## src/rtl/instruction_fetch.sv

```systemverilog
// -----------------------------------------------------------------------------
// instruction_fetch: IF stage of the 5-stage pipeline, feeding decode.
// Owns the PC, fetches over a req/ready instruction-memory port and holds the
// IF/ID pipeline register. Honours hazard stall, branch redirect and flush;
// a request killed by a redirect while still outstanding is drained.
//
// Optional build macro: IF_PERF_COUNTERS_EN (adds perf counters; otherwise the
// perf ports are tied to zero).
//
// Ports:
//   clock, reset            rising-edge clock, synchronous active-high reset
//   stall                   hold IF/ID and PC
//   flush                   squash IF/ID contents
//   pc_src, branch_target   redirect the PC (target is word-aligned here)
//   imem_req, imem_addr     fetch request / word-aligned address
//   imem_ready, imem_rdata  fetch response
//   if_id_*_out             IF/ID register: instruction, PC+4, PC, valid
//   perf_fetch_count        instructions delivered to IF/ID
//   perf_stall_count        cycles a valid IF/ID was held by stall
// -----------------------------------------------------------------------------
module instruction_fetch #(
   parameter logic [31:0] RESET_PC  = 32'h0000_0000,
   parameter logic [31:0] NOP_INSTR = 32'h0000_0013
) (
   input  logic        clock,
   input  logic        reset,
   input  logic        stall,
   input  logic        flush,
   input  logic        pc_src,
   input  logic [31:0] branch_target,
   output logic        imem_req,
   output logic [31:0] imem_addr,
   input  logic        imem_ready,
   input  logic [31:0] imem_rdata,
   output logic [31:0] if_id_instruction_out,
   output logic [31:0] if_id_npc_out,
   output logic [31:0] if_id_pc_out,
   output logic        if_id_valid_out,
   output logic [31:0] perf_fetch_count,
   output logic [31:0] perf_stall_count
);

   localparam int unsigned XLEN = 32;

   localparam logic [1:0] ST_FETCH = 2'd0;
   localparam logic [1:0] ST_HOLD  = 2'd1;
   localparam logic [1:0] ST_DRAIN = 2'd2;

   logic [1:0]      state_q, state_d;
   logic [XLEN-1:0] pc_q, pc_d;
   logic [XLEN-1:0] drain_addr_q, drain_addr_d;
   logic [XLEN-1:0] hold_instr_q, hold_instr_d;
   logic [XLEN-1:0] hold_pc_q, hold_pc_d;
   logic [XLEN-1:0] if_instr_q, if_instr_d;
   logic [XLEN-1:0] if_npc_q, if_npc_d;
   logic [XLEN-1:0] if_pc_q, if_pc_d;
   logic            if_valid_q, if_valid_d;

   // Instruction offered to IF/ID this cycle (if any)
   logic            ld_avail;
   logic [XLEN-1:0] ld_instr;
   logic [XLEN-1:0] ld_pc;

   // Redirect target with the two low bits cleared
   logic [XLEN-1:0] target_aligned;
   assign target_aligned = branch_target & ~XLEN'(3);

   // Memory port: no request while reset is high or while parked in HOLD
   assign imem_req  = !reset && (state_q != ST_HOLD);
   assign imem_addr = (state_q == ST_DRAIN) ? drain_addr_q : pc_q;

   // Next-state, PC and IF/ID update
   always_comb begin
      state_d      = state_q;
      pc_d         = pc_q;
      drain_addr_d = drain_addr_q;
      hold_instr_d = hold_instr_q;
      hold_pc_d    = hold_pc_q;
      if_instr_d   = if_instr_q;
      if_npc_d     = if_npc_q;
      if_pc_d      = if_pc_q;
      if_valid_d   = if_valid_q;
      ld_avail     = 1'b0;
      ld_instr     = NOP_INSTR;
      ld_pc        = '0;

      case (state_q)
         ST_FETCH: begin
            if (pc_src) begin
               // A response arriving now is simply dropped; an outstanding
               // one must still be drained before fetching the target.
               pc_d = target_aligned;
               if (!imem_ready) begin
                  drain_addr_d = pc_q;
                  state_d      = ST_DRAIN;
               end
            end else if (imem_ready) begin
               pc_d = pc_q + XLEN'(4);
               if (stall) begin
                  hold_instr_d = imem_rdata;
                  hold_pc_d    = pc_q;
                  state_d      = ST_HOLD;
               end else begin
                  ld_avail = 1'b1;
                  ld_instr = imem_rdata;
                  ld_pc    = pc_q;
               end
            end
         end
         ST_HOLD: begin
            if (pc_src) begin
               pc_d    = target_aligned;
               state_d = ST_FETCH;
            end else if (!stall) begin
               ld_avail = 1'b1;
               ld_instr = hold_instr_q;
               ld_pc    = hold_pc_q;
               state_d  = ST_FETCH;
            end
         end
         ST_DRAIN: begin
            if (pc_src) begin
               pc_d = target_aligned;
            end
            if (imem_ready) begin
               state_d = ST_FETCH;
            end
         end
         default: begin
            state_d = ST_FETCH;
         end
      endcase

      // IF/ID priority: flush > stall > load/bubble
      if (flush || (!stall && !ld_avail)) begin
         if_instr_d = NOP_INSTR;
         if_npc_d   = '0;
         if_pc_d    = '0;
         if_valid_d = 1'b0;
      end else if (!stall) begin
         if_instr_d = ld_instr;
         if_npc_d   = ld_pc + XLEN'(4);
         if_pc_d    = ld_pc;
         if_valid_d = 1'b1;
      end
   end

   // State and pipeline registers
   always_ff @(posedge clock) begin
      if (reset) begin
         state_q      <= ST_FETCH;
         pc_q         <= RESET_PC;
         drain_addr_q <= '0;
         hold_instr_q <= '0;
         hold_pc_q    <= '0;
         if_instr_q   <= NOP_INSTR;
         if_npc_q     <= '0;
         if_pc_q      <= '0;
         if_valid_q   <= 1'b0;
      end else begin
         state_q      <= state_d;
         pc_q         <= pc_d;
         drain_addr_q <= drain_addr_d;
         hold_instr_q <= hold_instr_d;
         hold_pc_q    <= hold_pc_d;
         if_instr_q   <= if_instr_d;
         if_npc_q     <= if_npc_d;
         if_pc_q      <= if_pc_d;
         if_valid_q   <= if_valid_d;
      end
   end

   assign if_id_instruction_out = if_instr_q;
   assign if_id_npc_out         = if_npc_q;
   assign if_id_pc_out          = if_pc_q;
   assign if_id_valid_out       = if_valid_q;

`ifdef IF_PERF_COUNTERS_EN
   logic [XLEN-1:0] fetch_cnt_q;
   logic [XLEN-1:0] stall_cnt_q;
   logic            load_fire;

   assign load_fire = ld_avail && !stall && !flush;

   // Performance counters, wrapping modulo 2^32
   always_ff @(posedge clock) begin
      if (reset) begin
         fetch_cnt_q <= '0;
         stall_cnt_q <= '0;
      end else begin
         if (load_fire) begin
            fetch_cnt_q <= fetch_cnt_q + XLEN'(1);
         end
         if (stall && if_valid_q) begin
            stall_cnt_q <= stall_cnt_q + XLEN'(1);
         end
      end
   end

   assign perf_fetch_count = fetch_cnt_q;
   assign perf_stall_count = stall_cnt_q;
`else
   assign perf_fetch_count = '0;
   assign perf_stall_count = '0;
`endif

endmodule

```

## config.mk

```make
export PLATFORM = sky130hd
export DESIGN_NAME = instruction_fetch
export DESIGN_NICKNAME = d
export VERILOG_FILES = /design/src/rtl/instruction_fetch.sv
export SDC_FILE = /design/constraint.sdc
export NUM_CORES = 1
export LEC_CHECK = 0
export BUFFER_PORTS_ARGS = -buffer_cell sky130_fd_sc_hd__buf_2
export CAP_MARGIN = 10
export CORE_MARGIN = 2
export CORE_UTILIZATION = 58
export CTS_BUF_LIST = sky130_fd_sc_hd__clkbuf_16
export CTS_CLUSTER_DIAMETER = 120
export CTS_CLUSTER_SIZE = 25
export DETAILED_ROUTE_END_ITERATION = 10
export GPL_TIMING_DRIVEN = 0
export HOLD_SLACK_MARGIN = 0.05
export PLACE_DENSITY = 0.86
export SLEW_MARGIN = 10
export SYNTH_ARGS = -nofsm -noshare
export SYNTH_HDL_FRONTEND = slang
export SYNTH_SLANG_ARGS = --single-unit
```

## constraint.sdc

```tcl
create_clock -name clock -period 5.9 [get_ports clock]
set_input_delay 1.18 -clock clock [delete_from_list [all_inputs] [get_ports clock]]
set_output_delay 1.18 -clock clock [all_outputs]
set_load 0.01 [all_outputs]
```

; Word level (Yosys, flattened, before mapping)
; Index checks and enable logic that the tools add are counted.
[totals]
reg_bits = 227
inputBits = 70
output_inout_bits = 194
word_cells = 64
[op_classes]
n_addsub = 2
eq_ne = 9
mux = 28
bitwise = 2
reduce_logical = 14
[op_table]
columns = cell, n
row1 = two-way mux 32 bit, 12
row2 = case mux 32 bit (2 select lines), 3
row3 = adder 32 x 3 -> 32 bit (second input constant), 2
row4 = two-way mux 2 bit, 7
row5 = != test 3 bit (second input constant), 4
row6 = case mux 2 bit (3 select lines), 1
row7 = AND reduction 3 bit, 2
row8 = AND reduction 5 bit, 1
row9 = two-way mux 1 bit, 4
row10 = != test 2 x 1 -> 1 bit (second input constant), 2
row11 = AND reduction 4 bit, 1
row12 = OR reduction 2 bit, 2
row13 = zero test 1 bit, 3
row14 = == test 2 x 1 -> 1 bit (second input constant), 1
row15 = == test 2 bit (second input constant), 1
row16 = logical AND 1 bit, 2
row17 = zero test 2 bit, 1
row18 = != test 2 bit (second input constant), 1
row19 = inverter 1 bit, 2
row20 = case mux 1 bit (2 select lines), 1
row21 = nonzero test 2 bit, 1
row22 = logical OR 1 bit, 1

; Logic depth before layout (Yosys ltp)
; Gate-level depths: netlist of run 1.
[logic_depth]
ltp_word = 8
depth_mapped = 14

; Worst setup path before layout of run 1
; Ideal clock, no wire load.
[synth_timing]
path_type = input -> register
from = input pc_src
to = register if_npc_q[22], in the netlist if_id_npc_out[22]
setup_ns = 0.070
t_arrival_ns = 3.481
setup_slack_ns = 2.349
path_stages = 12
path_buffers = 3
path_cell_list = buf_2 > nor3b_2 > buf_6 > buf_6 > a22oi_1 > inv_1 > ha_1 > inv_1 > nor4_4 > nand3b_2 > or4b_1 > a21oi_1
[synth_between]
word_cells_on_any_way = 11
cone_classes = add/sub (1) / mux (6) / reduce/logical (4)
[synth_lines]
columns = item, line_no
row1 = from (decl), 29  ; input logic pc_src,
row2 = "two-way mux 32 bit, on equally long branches", "111, 89"
row3 = case mux 32 bit (2 select lines) (*), 87  ; case (state_q)
row4 = net ld_pc[2], 62  ; logic [XLEN-1:0] ld_pc;
row5 = adder 32 x 3 -> 32 bit (*), 142  ; if_npc_d = ld_pc + XLEN'(4);
row6 = to (signal assigned), 167  ; if_npc_q <= if_npc_d;
row7 = to (decl), 55  ; logic [XLEN-1:0] if_npc_q, if_npc_d;
; The timed path passes the listed nets; every way through them passes the cells marked *.
; A chain may end at the register's enable or synchronous reset.

; Worst setup path in the final report of run 1
[layout_timing]
from = input reset
to = output imem_req
[layout_between]
elab_chain_len = 2
[layout_lines]
columns = item, line_no
row1 = from (decl), 26  ; input logic reset,
row2 = zero test 1 bit, 69  ; assign imem_req = !reset && (state_q != ST_HOLD);
row3 = logical AND 1 bit, 69
row4 = to (decl), 31  ; output logic imem_req,
; No other way between the ends.

==> run_results.csv, run 1 <==
group,metric,value,unit
clock_tree,tritoncts,"done",
logic_synthesis,synth_common_cells,"264 x nand2_1, 218 x dfxtp_1, 200 x a21oi_1",
logic_synthesis,yosysTopAreaCellShare,0.411,
clock_tree,cts_buffer_depth,3,
pwr,power.leakage,5.07,nW
logic_synthesis,synth_edf_count,0,
setup_path,critPathRequiredTime,4.72,ns
pwr,power.internal,2.19,mW
placed_design,dp_cells,1845,
placed_design,gp_congestion,0.956,
layout,drive_above_1_share,0.213,
placed_design,place_ws,1.67,ns
logic_synthesis,syn_area,10600,sq um
logic_synthesis,synth_area_leaders,"dfxtp_1 41%, a21oi_1 9.4%, nand2_1 9.3%, buf_4 5.1%, nor2_1 4.4%",
floorplan,initial_core_util,0.591,
floorplan,io_pins,264,
logic_synthesis,ys_warn_count,0,
layout,synthToLayoutAreaGrowth,17.3,%
placed_design,dp_hpwl,24700,um
clock_tree,cts.sinks,218,
sta,rsz0062_at_grt,"false",
sta,finalHoldViolCount,0,
drt,ant_nets,0,
outcome,status,"completed",
pwr,seqPwrFrac,0.497,
clock_tree,cts_root_buffer,"clkbuf_16",
setup_path,crit_path_max_fanout,10,
layout,instances_no_fill,1859,
pwr,p_switching,1.03,mW
drt,drt_wl_total,32900,um
layout,n_antenna_cell,0,
logic_synthesis,yosysUniqueCellTypes,73,
logic_synthesis,synthCells,1358,
sta,fmax,0.230,GHz
drt,top_layer,"met4",
sta,drv_slew,0,
placed_design,placed_area,12100,sq um
clock_tree,clk_pin_slew,0.09,ns
pwr,combPwrFrac,0.228,
clock_tree,holdBufCountCts,0,
drt,first_pass_iters,6,
sta,finalSetupViolCount,0,
drt,drc,0,
pwr,ir_drop,0.000282,V
sta,final.setup.tns,0,ns
drt,avgRoutedWirePerCell,17.7,um
pwr,power.density,258,nW/um^2
pwr,finalPower,3.21,mW
clock_tree,clk_latency,0.48,ns
drt,vias_per_cell,5.89,
logic_synthesis,async_flop_share,0,
drt,wl_met3,3180,um
floorplan,coreArea,18000,sq um
global_routing,grt_usage,0.324,
sta,fin_skew,0.0198,ns
global_routing,grt_pass1_vias,10100,
clock_tree,htreeDepth,1,
setup_path,arrival,3.16,ns
floorplan,die_w,139,um
pwr,switching_share,0.319,
layout,final_area,12400,sq um
sta,layout_setup_ws,1.56,ns
sta,max_slew_margin,0.353,
drt,dr.first_iter.drc_count,1018,
flow_run,drv_cap,0,
placed_design,io_buffers,193,
drt,drt-met1-wl,13500,um
layout,fin_nets,1705,
sta,fin_crit,4.34,ns
logic_synthesis,yosysSeqAreaShare,0.411,
min_path,hold_path_class,"register to register",
pwr,p_clk_frac,0.275,
setup_path,start_kind,"primary input",
floorplan,die_y,139,um
drt,num_vias,11000,
logic_synthesis,yosysMostFrequentCell,"nand2_1",
logic_synthesis,yosys.area.top_type,"dfxtp_1",
floorplan,die-area,19400,sq um
layout,nFillCells,1579,
global_routing,grt_max_degree,26,
sta,period_share,0.735,
global_routing,antenna_found_initial,0,
clock_tree,postCtsSetupBuffers,0,
global_routing,gr-total-overflow,0,
global_routing,grt_pass1_wl,51700,um
sta,tightest_slew,0.963,ns
clock_tree,numCtsBuffers,12,
floorplan,rows,49,
logic_synthesis,avgSynthCellArea,7.81,sq um
clock_tree,ctsResizeCount,0,
drt,wl_met2,14900,um
logic_synthesis,ys_seq_elements,218,
logic_synthesis,synth_flop_cell,"dfxtp_1",
setup_path,critPathKind,"primary input to output port",
setup_path,endpoint_kind,"output port",
==> flip-flops by register name (all words and copies together) (netlist names) <==
name,flops
drain_addr_q,30
hold_instr_q,32
hold_pc_q,30
if_id_instruction_out,32
if_id_npc_out,31
if_id_pc_out,30
if_id_valid_out,1
pc_q,30
state_q,2
==> cell families (layout without fill, tap and decap cells) <==
group	after synthesis	in the layout	share of synthesized area
mux	34	34	0.0356
flops	218	218	0.411
simple gates	515	515	0.218
fa+ha+maj	5	5	0.00590
buf+inv	198	405	0.101
other cells	1	66	0.000353
xor+xnor	11	11	0.00908
compound gates	376	376	0.219
==> critical path: stages <==
cell	delay (ns)
clkbuf_1	0.51
clkbuf_1	0.59
buf_1	0.59
nor2_1	0.09
buf_2	0.17
==> worst paths after layout <==
path	slack [ns]	end	cells after the start	startpoint
worst max-delay path	1.56	imem_req	5	reset
worst min-delay path	0.46	drain_addr_q[17]	2	drain_addr_q[17]
worst min register to register	0.46	drain_addr_q[17]	2	drain_addr_q[17]
worst max register to register	2.42	if_id_npc_out[28]	13	state_q[1]
==> metal layers <==
metal | global-route usage | up-vias
li1 | - | 5100
met1 | 0.440 | 5094
met2 | 0.525 | 651
met3 | 0.0430 | 106
met4 | 0.129 | 0
met5 | 0 | -
==> layout by cell type (no fill, tap or decap), drive strengths merged, types with 4 or more instances in the layout <==
cell    netlist  final
xnor2         8      8
or3           8      8
a31oi         8      8
o21ai        46     46
a21oi       201    201
mux2i         4      4
nand2       265    265
o31ai         5      5
clkbuf       92    105
o22ai         4      4
nor2        125    125
nor4         14     14
conb          1     66
a211oi       13     13
buf          96    289
nor3         25     25
dfxtp       218    218
mux2         30     30
and3         10     10
or4           5      5
nand2b        4      4
a32oi         4      4
nand3        19     19
or2           6      6
o311a         6      6
ha            5      5
inv          10     11
nand4        14     14
a22oi        59     59
and2          7      7
==> metrics by stage <==
stage | utilization | hold WS, ns
detailed placement | 0.674 | 0.440
floorplan | - | 0.433
global placement | 0.674 | 0.434
finish | 0.693 | 0.458
global route | 0.693 | 0.478
CTS | 0.693 | 0.460
==> final cells by class <==
class	instances	area (sq um)	area share
Tap cell	229	287	0.0230
Clock buffer	13	325	0.0261
Clock inverter	1	8.76	0.000704
Timing Repair Buffer	193	966	0.0776
Multi-Input combinational cell	1007	5420	0.436
Buffer	188	1030	0.0829
Inverter	10	37.5	0.00302
Sequential cell	218	4360	0.351
==> power by group through the flow <==
stage | clock (mW) | sequential (mW) | combinational (mW)
final | 0.884 | 1.60 | 0.732
after global routing | 0.939 | 1.60 | 0.789
after CTS | 0.889 | 1.59 | 0.714
after detailed placement | 0 | 1.63 | 0.710
after global placement | 0 | 1.62 | 0.697
after floorplan | 0 | 1.61 | 0.485
(Power assumes the default switching activity.)
==> run 2, diff against run 1 <==
--- a/config.mk
+++ b/config.mk
@@ -8,14 +8,14 @@
 export BUFFER_PORTS_ARGS = -buffer_cell sky130_fd_sc_hd__buf_2
 export CAP_MARGIN = 10
 export CORE_MARGIN = 2
-export CORE_UTILIZATION = 58
+export CORE_UTILIZATION = 54
 export CTS_BUF_LIST = sky130_fd_sc_hd__clkbuf_16
 export CTS_CLUSTER_DIAMETER = 120
 export CTS_CLUSTER_SIZE = 25
 export DETAILED_ROUTE_END_ITERATION = 10
 export GPL_TIMING_DRIVEN = 0
 export HOLD_SLACK_MARGIN = 0.05
-export PLACE_DENSITY = 0.86
+export PLACE_DENSITY = 0.81
 export SLEW_MARGIN = 10
 export SYNTH_ARGS = -nofsm -noshare
 export SYNTH_HDL_FRONTEND = slang
==> constraint.sdc (replaced) <==
create_clock -name clock -period 4.5 [get_ports clock]
set_input_delay 0.9 -clock clock [delete_from_list [all_inputs] [get_ports clock]]
set_output_delay 0.9 -clock clock [all_outputs]
set_load 0.01 [all_outputs]
==> run 2 against run 1 <==
Compared with the run above: design area is 0.38% higher; via count decreased by 1.9%; sequential cell count did not move; power increased by 31%; sequential power grew 31%; clock power increased by 31%; die area increased by 7.2%; worst hold slack lost 0.0026 ns; register-to-register slack got worse by 1.4 ns; final cell count increased by 2.0%; critical path type unchanged; largest power group unchanged.
==> run_results.csv, run 2 (synthesis gave the netlist of run 1 again) <==
group,metric,value,unit
outcome,status,"completed",
layout,synthToLayoutAreaGrowth,17.7,%
placed_design,gp_congestion,0.986,
clock_tree,cts.sinks,218,
drt,dr.first_iter.drc_count,1181,
sta,whs,0.455,ns
min_path,hold_path_class,"register to register",
pwr,switching_share,0.319,
clock_tree,clk_pin_slew,0.09,ns
floorplan,rows,51,
sta,drv_slew,0,
setup_path,arrival,2.81,ns
layout,layout_commonest_cell,"nand2_1",
sta,fin_skew,0.0304,ns
layout,fin_nets,1705,
pwr,power.leakage,5.07,nW
layout,sequential_cell_area,4360,sq um
pwr,ir_drop,0.000199,V
layout,drive_above_1_share,0.213,
sta,max_slew_margin,0.425,
drt,drt_wl_total,33300,um
sta,fmax,0.270,GHz
clock_tree,ctsResizeCount,0,
flow_run,drv_cap,0,
clock_tree,cts_root_buffer,"clkbuf_16",
clock_tree,clk_latency,0.49,ns
layout,nFillCells,1780,
pwr,power.internal,2.87,mW
drt,vias_per_cell,5.67,
global_routing,grt_usage,0.302,
setup_path,critPathKind,"primary input to output port",
sta,tightest_slew,0.856,ns
sta,finalSetupViolCount,0,
global_routing,antenna_found_initial,0,
setup_path,endpoint_kind,"output port",
floorplan,io_pins,264,
setup_path,crit_path_max_fanout,10,
floorplan,initial_core_util,0.547,
placed_design,io_buffers,193,
sta,period_share,0.824,
pwr,finalPower,4.21,mW
global_routing,gr-total-overflow,0,
clock_tree,numCtsBuffers,12,
clock_tree,cts_buffer_depth,3,
pwr,combPwrFrac,0.227,
global_routing,grt_pass1_wl,49600,um
drt,num_vias,10700,
drt,avgRoutedWirePerCell,17.5,um
layout,multi_input_area,5420,sq um
pwr,p_clk_frac,0.275,
drt,drc,0,
drt,ant_nets,0,
sta,finalHoldViolCount,0,
clock_tree,postCtsSetupBuffers,0,
sta,fin_crit,3.71,ns
sta,final.setup.tns,0,ns
global_routing,grt_max_degree,26,
layout,final_cell_mix,"264 x nand2_1, 218 x dfxtp_1, 200 x buf_2, 200 x a21oi_1, 125 x nor2_1",
floorplan,coreArea,19400,sq um
clock_tree,htreeDepth,1,
setup_path,start_kind,"primary input",
clock_tree,holdBufCountCts,0,
floorplan,die-area,20800,sq um
floorplan,die_y,144,um
placed_design,dp_hpwl,24800,um
pwr,power.density,337,nW/um^2
pwr,seqPwrFrac,0.497,
clock_tree,tritoncts,"done",
pwr,p_switching,1.35,mW
sta,rsz0062_at_grt,"false",
setup_path,critPathRequiredTime,3.60,ns
drt,first_pass_iters,6,
global_routing,grt_pass1_vias,9268,
floorplan,die_w,144,um
==> run 2: power by group through the flow <==
stage / Sequential (mW) / Clock [mW] / Combinational [mW]
final: 2.10 / 1.16 / 0.958
after global routing: 2.11 / 1.24 / 1.03
after CTS: 2.09 / 1.17 / 0.932
after detailed placement: 2.14 / 0 / 0.929
after global placement: 2.13 / 0 / 0.916
after floorplan: 2.11 / 0 / 0.636
==> run 2: cell type report <==
| type | instances | share of cell area |
|---|---|---|
| Multi-Input combinational cell | 1007 | 0.434 |
| Sequential cell | 218 | 0.349 |
| Buffer | 188 | 0.0825 |
| Timing Repair Buffer | 193 | 0.0773 |
| Tap cell | 265 | 0.0265 |
| Clock buffer | 13 | 0.0260 |
| Inverter | 10 | 0.00301 |
| Clock inverter | 1 | 0.000701 |
| Antenna cell | 1 | 0.000200 |
==> run 2: worst max-delay path, stage by stage <==
cell      delay, ns
clkbuf_1       0.46
clkbuf_1       0.62
buf_1          0.58
nor2_1         0.07
buf_2          0.17
==> run 2: per-stage QoR <==
stage,util,cell area [sq um],worst slack [ns],instances
final,0.644,12500,0.790,1896
after global routing,0.644,12500,0.749,1895
after CTS,0.644,12500,0.857,1895
after detailed placement,0.626,12200,0.625,1881
after global placement,0.626,12200,0.712,1881
after floorplan,-,10900,1.23,1423
==> run 2: routing by layer <==
| layer | share of wire | global-route usage |
|---|---|---|
| met5 | 0 | 0 |
| met4 | 0.030 | 0.0904 |
| met3 | 0.10 | 0.0483 |
| met2 | 0.46 | 0.499 |
| met1 | 0.41 | 0.408 |
==> run 2: path summary, 6_finish.rpt <==
check                   startpoint                 to  slack, ns  cells after the start
hold / removal    drain_addr_q[15]   drain_addr_q[15]       0.45                      2
hold reg to reg   drain_addr_q[15]   drain_addr_q[15]       0.45                      2
setup reg to reg        state_q[1]  if_id_npc_out[30]       1.02                     13
setup / recovery             reset           imem_req       0.79                      5
